<file path="src/rtl/spi_frame_pkg.sv">
// Shared types and constants for the SPI frame packer.
package spi_frame_pkg;

    localparam int          WORD_W               = 32;
    localparam logic [15:0] DEFAULT_SYNC_PATTERN = 16'hA5A5;

    typedef enum logic [2:0] {
        IDLE,
        HEADER,
        TSTAMP,
        PAYLOAD,
        CHECKSUM
    } state_t;

endpackage

</file>
<file path="src/rtl/sync_2ff.sv">
// Two-flop synchroniser for a single asynchronous level, with a configurable
// reset value so the synchronised level starts in a known safe state.
module sync_2ff #(
    parameter logic RST_VAL = 1'b0
) (
    input  logic clk,
    input  logic rst_n,
    input  logic i_d,
    output logic o_q
);

    logic r_meta;
    logic r_sync;

    always_ff @(posedge clk or negedge rst_n) begin
        if (!rst_n) begin
            r_meta <= RST_VAL;
            r_sync <= RST_VAL;
        end else begin
            // NOTE: non-blocking assignments make both flops sample together,
            // giving a genuine two-stage chain rather than one merged flop.
            r_meta <= i_d;
            r_sync <= r_meta;
        end
    end

    assign o_q = r_sync;

endmodule

</file>
<file path="src/rtl/spi_frame_packer.sv">
// Packs 32-bit samples into header/payload/checksum frames for fifo_spi.
// Define SPI_FRAME_TSTAMP_EN to insert a cycle-counter timestamp word after the header.
module spi_frame_packer
    import spi_frame_pkg::*;
#(
    parameter int          PAYLOAD_WORDS = 16,
    parameter logic [15:0] SYNC_PATTERN  = DEFAULT_SYNC_PATTERN,
    parameter int          SEQ_WIDTH     = 16
) (
    input  logic                 clk,
    input  logic                 rst_n,
    input  logic                 s_valid,
    input  logic [WORD_W-1:0]    s_data,
    output logic                 s_ready,
    input  logic                 host_busy,
    input  logic                 fifo_full,
    output logic                 fifo_we,
    output logic [WORD_W-1:0]    fifo_din,
    output logic                 frame_done,
    output logic [SEQ_WIDTH-1:0] seq_num
);

    localparam logic [7:0] LAST_CNT = 8'(PAYLOAD_WORDS - 1);

    state_t               r_state;
    state_t               w_state_nxt;
    logic                 r_fifo_we;
    logic                 w_fifo_we_nxt;
    logic [WORD_W-1:0]    r_fifo_din;
    logic [WORD_W-1:0]    w_fifo_din_nxt;
    logic                 r_frame_done;
    logic                 w_frame_done_nxt;
    logic [SEQ_WIDTH-1:0] r_seq;
    logic [SEQ_WIDTH-1:0] w_seq_nxt;
    logic [WORD_W-1:0]    r_csum;
    logic [WORD_W-1:0]    w_csum_nxt;
    logic [7:0]           r_cnt;
    logic [7:0]           w_cnt_nxt;
    logic                 w_busy_s;
    logic [15:0]          w_seq_ext;
    logic [WORD_W-1:0]    w_header;

`ifdef SPI_FRAME_TSTAMP_EN
    logic [WORD_W-1:0]    r_cycle_cnt;
    logic [WORD_W-1:0]    r_tstamp;
    logic [WORD_W-1:0]    w_tstamp_nxt;
`endif

    // Busy resets high so no frame can start before host_busy is seen low.
    sync_2ff #(
        .RST_VAL (1'b1)
    ) u_busy_sync (
        .clk   (clk),
        .rst_n (rst_n),
        .i_d   (host_busy),
        .o_q   (w_busy_s)
    );

    always_comb begin
        w_seq_ext                = '0;
        w_seq_ext[SEQ_WIDTH-1:0] = r_seq;
        w_header                 = {SYNC_PATTERN, w_seq_ext};
    end

    always_comb begin
        // NOTE: every output of this block gets a default before the case,
        // so no path leaves a signal unassigned and no latch is inferred.
        w_state_nxt      = r_state;
        w_fifo_we_nxt    = 1'b0;
        w_fifo_din_nxt   = r_fifo_din;
        w_frame_done_nxt = 1'b0;
        w_seq_nxt        = r_seq;
        w_csum_nxt       = r_csum;
        w_cnt_nxt        = r_cnt;
        s_ready          = 1'b0;
`ifdef SPI_FRAME_TSTAMP_EN
        w_tstamp_nxt     = r_tstamp;
`endif

        case (r_state)
            IDLE: begin
                if (s_valid && !w_busy_s && !fifo_full) begin
                    w_state_nxt = HEADER;
                end
            end
            HEADER: begin
                if (!fifo_full) begin
                    w_fifo_we_nxt  = 1'b1;
                    w_fifo_din_nxt = w_header;
                    w_csum_nxt     = w_header;
                    w_cnt_nxt      = '0;
`ifdef SPI_FRAME_TSTAMP_EN
                    w_tstamp_nxt   = r_cycle_cnt;
                    w_state_nxt    = TSTAMP;
`else
                    w_state_nxt    = PAYLOAD;
`endif
                end
            end
`ifdef SPI_FRAME_TSTAMP_EN
            TSTAMP: begin
                if (!fifo_full) begin
                    w_fifo_we_nxt  = 1'b1;
                    w_fifo_din_nxt = r_tstamp;
                    w_csum_nxt     = r_csum + r_tstamp;
                    w_state_nxt    = PAYLOAD;
                end
            end
`endif
            PAYLOAD: begin
                // Low while full so the upstream source holds its sample.
                s_ready = !fifo_full;
                if (s_valid && !fifo_full) begin
                    w_fifo_we_nxt  = 1'b1;
                    w_fifo_din_nxt = s_data;
                    w_csum_nxt     = r_csum + s_data;
                    w_cnt_nxt      = r_cnt + 8'd1;
                    if (r_cnt == LAST_CNT) begin
                        w_state_nxt = CHECKSUM;
                    end
                end
            end
            CHECKSUM: begin
                if (!fifo_full) begin
                    w_fifo_we_nxt    = 1'b1;
                    w_fifo_din_nxt   = r_csum;
                    w_frame_done_nxt = 1'b1;
                    w_seq_nxt        = r_seq + SEQ_WIDTH'(1);
                    w_state_nxt      = IDLE;
                end
            end
            default: w_state_nxt = IDLE;
        endcase
    end

    always_ff @(posedge clk or negedge rst_n) begin
        if (!rst_n) begin
            r_state      <= IDLE;
            r_fifo_we    <= 1'b0;
            r_fifo_din   <= '0;
            r_frame_done <= 1'b0;
            r_seq        <= '0;
            r_csum       <= '0;
            r_cnt        <= '0;
        end else begin
            r_state      <= w_state_nxt;
            r_fifo_we    <= w_fifo_we_nxt;
            r_fifo_din   <= w_fifo_din_nxt;
            r_frame_done <= w_frame_done_nxt;
            r_seq        <= w_seq_nxt;
            r_csum       <= w_csum_nxt;
            r_cnt        <= w_cnt_nxt;
        end
    end

`ifdef SPI_FRAME_TSTAMP_EN
    always_ff @(posedge clk or negedge rst_n) begin
        if (!rst_n) begin
            r_cycle_cnt <= '0;
            r_tstamp    <= '0;
        end else begin
            r_cycle_cnt <= r_cycle_cnt + 32'd1;
            r_tstamp    <= w_tstamp_nxt;
        end
    end
`endif

    assign fifo_we    = r_fifo_we;
    assign fifo_din   = r_fifo_din;
    assign frame_done = r_frame_done;
    assign seq_num    = r_seq;

endmodule
</file>
<file path="config.mk">
export PLATFORM = sky130hd
export DESIGN_NAME = spi_frame_packer
export DESIGN_NICKNAME = d
export VERILOG_FILES = /design/src/rtl/spi_frame_pkg.sv /design/src/rtl/sync_2ff.sv /design/src/rtl/spi_frame_packer.sv
export SDC_FILE = /design/constraint.sdc
export NUM_CORES = 1
export LEC_CHECK = 0
export CORE_UTILIZATION = 40
export DETAILED_ROUTE_END_ITERATION = 10
export DONT_BUFFER_PORTS = 1
export PLACE_DENSITY_LB_ADDON = 0.2
export REMOVE_ABC_BUFFERS = 1
export SYNTH_ARGS = -nofsm -noshare
export SYNTH_HDL_FRONTEND = slang
export SYNTH_SLANG_ARGS = --single-unit
</file>
<file path="constraint.sdc">
create_clock -name clk -period 4 [get_ports clk]
set_input_delay 0.2 -clock clk [delete_from_list [all_inputs] [get_ports clk]]
set_output_delay 0.2 -clock clk [all_outputs]
set_load 0.005 [all_outputs]
</file>
==> flow_summary.json <==
{
  "status": "finished clean",
  "drt_iter0_drc": 316,
  "grt_pass1_wl_mm": 25.26,
  "clock_skew_ps": 7.903,
  "start_util_pct": 41.39,
  "cts-root-buf": "clkbuf_16",
  "critical_path_class": "reg -> reg",
  "syn_inst": 637,
  "synth_common_cells": "93 x dfrtp_1, 67 x a21oi_1, 62 x nor2_1",
  "crit_path_end_kind": "flop",
  "h-tree-depth": 3,
  "netlist.area_leader.share_pct": 40.20,
  "grt_pass1_vias": 4815,
  "clk_latency_ps": 350,
  "ir_drop_uv": 267.8,
  "layout-area-overhead-vs-synth_pct": 8.407,
  "antenna_found_initial": 0,
  "p_per_area_nw_per_um2": 729.7,
  "ys_ff_latch": 95,
  "cts_sinks": 95,
  "synth.distinct_cells": 62,
  "cts_made_buffers": 9,
  "io_buffers": 0,
  "post_cts_resized": 0,
  "fillers": 1365,
  "timing.hold.worst.class": "in -> reg",
  "syn-cell-area_sq_um": 5789,
  "worstPathMaxFanout": 39,
  "max_freq_mhz": 333.2,
  "ant_nets": 0,
  "utilization_pct": 44.87,
  "fp.dieW_um": 122.3,
  "yosysSeqAreaShare_pct": 41.11,
  "total_power_mw": 4.580,
  "min_period_ps": 3002,
  "firstDrtPassIters": 6,
  "core_area_sq_um": 13990,
  "worst_pin_slew_ps": 1019,
  "io_pins": 88,
  "globalplace.congestion": 0.8738,
  "grtUsageTotal_pct": 21.86,
  "power_leakage_nw": 2.655,
  "routedWlPerCell_um": 19.21,
  "cap_viol_max_count": 0,
  "drc_errors": 0,
  "post_synth.cell_area_avg_sq_um": 9.088,
  "relSlewSlack_pct": 32.08,
  "arrival_ps": 3280,
  "clockBufferDepth": 2,
  "yosys.area.top_type": "dfrtp_1",
  "cp-start-kind": "flop",
  "finalSetupViolations": 0,
  "cp.required_ps": 4280,
  "fin_hold_ws_ps": 65.15,
  "holdPathStages": 2,
  "multi_input_area_sq_um": 3256,
  "grt_max_degree": 96,
  "ys_warn_count": 0,
  "synth_area_leaders": "dfrtp_1 40%, ha_1 7.1%, a21oi_1 5.8%, nor2_1 4.0%, xnor2_1 3.5%",
  "fp.dieH_um": 122.3,
  "diodes": 0,
  "reg2reg_depth": 8,
  "synth-edff-count": 0,
  "ys_async_sr_fraction_pct": 100.0,
  "post-synth-top-count-cell": "dfrtp_1",
  "seq_area_sq_um": 2380,
  "fin_nets": 697,
  "vias": 4823,
  "grt_overflow_total": 0,
  "hold_violations": 0,
  "postCtsSetupBuffers": 0,
  "drt-total-wl_mm": 15.58,
  "cts_tree": "done",
  "period_share_pct": 75.04,
  "viasPerCell": 5.947,
  "cts.clk_slew.worst_paths_ps": 70,
  "drv_slew": 0,
  "rsz0062_at_grt": "no",
  "num_rows": 43,
  "dominantRegCellSynth": "dfrtp_1",
  "layout-drive-gt1-share_pct": 7.290,
  "place_hpwl_mm": 10.74,
  "hold_buffers": 4,
  "die_area_sq_um": 14960
}
-- logic make-up after synthesis --
kind of cell | after synthesis | share of synthesized area (%)
buf+inv | 37 | 2.939
fa+ha+maj | 34 | 7.478
flops | 95 | 41.11
xor+xnor | 46 | 6.959
mux | 3 | 0.5403
compound gates | 218 | 23.71
simple gates | 204 | 17.27
-- through the flow --
step / TNS [ps] / std cells / area, sq um / setup slack [ps]
floorplan: -18870 / 604 / 5634 / -572.3
global placement: 0 / 791 / 5941 / 1119
detailed placement: 0 / 791 / 5941 / 1000
CTS: 0 / 811 / 6276 / 987.2
global route: 0 / 811 / 6276 / 757.4
finish: 0 / 811 / 6276 / 998.5
-- final timing paths --
check | start | endpoint | slack [ps]
worst max-delay path | r_state[0] | fifo_din[12] | 1000
worst min-delay path | s_data[19] | fifo_din[19] | 70
worst max register to register | r_state[0] | fifo_din[12] | 1000
worst min register to register | u_busy_sync.r_meta | u_busy_sync.o_q | 360
max in group asynchronous | rst_n | u_busy_sync.o_q | 3160
min in group asynchronous | rst_n | fifo_din[10] | 430
-- cell type report --
type                            count  area share (%)
Timing Repair Buffer               11           1.954
Clock inverter                      3          0.2791
Inverter                            4          0.2392
Clock buffer                       13           4.147
Sequential cell                    95           37.92
Multi-Input combinational cell    505           51.87
Tap cell                          180           3.589
-- layout by cell type (no fill, tap or decap), types with 6 or more instances in the layout --
master     Yosys  layout
xor2_1        23      23
a21oi_1       67      67
ha_1          33      33
o21ai_0       38      38
o21ai_1       16      15
dfrtp_1       93      93
nor2_1        62      62
clkbuf_16      0       9
a21o_1        16      16
or3_1         18      18
nand4_1       12      12
a31oi_1        6       6
and3_1         8       8
o22ai_1        8       8
nand2_1       51      51
buf_4          2       6
o221ai_1      17      17
nand3_1       15      15
nand2b_1       7       7
xnor2_1       23      23
a22oi_1       24      24
-- worst max-delay path, stage by stage, from the launching register on --
cell and delay [ps]:
dfrtp_1 770, nand2b_1 260, or2_1 460, nor2_4 470, nor2_2 150, o21ai_4 320, buf_12 290, nor2_1 60
a21oi_1 120
-- layer usage --
metal | vias up | part of all wire, % | wire, um | GRT usage [%]
met2 | 129 | 46 | 7144 | 34.59
li1 | 2322 | - | - | -
met4 | 0 | 1.5 | 231 | 7.241
met5 | - | 0 | 0 | 0
met1 | 2357 | 47 | 7291 | 29.36
met3 | 15 | 5.8 | 909 | 5.019
-- where the power goes --
| part | switching [mW] | internal, mW |
|---|---|---|
| combinational | 1.24 | 0.877 |
| sequential | 0.335 | 1.29 |
| clock | 0.377 | 0.455 |
-- flip-flops by register name, summed over array words and instances, names as in the netlist --
signal / count
u_busy_sync.o_q: 1
fifo_din: 32
u_busy_sync.r_meta: 1
r_cnt: 8
r_csum: 32
seq_num: 16
fifo_we: 1
r_state: 3
frame_done: 1
Note: power is estimated with default switching activity, not from simulation.
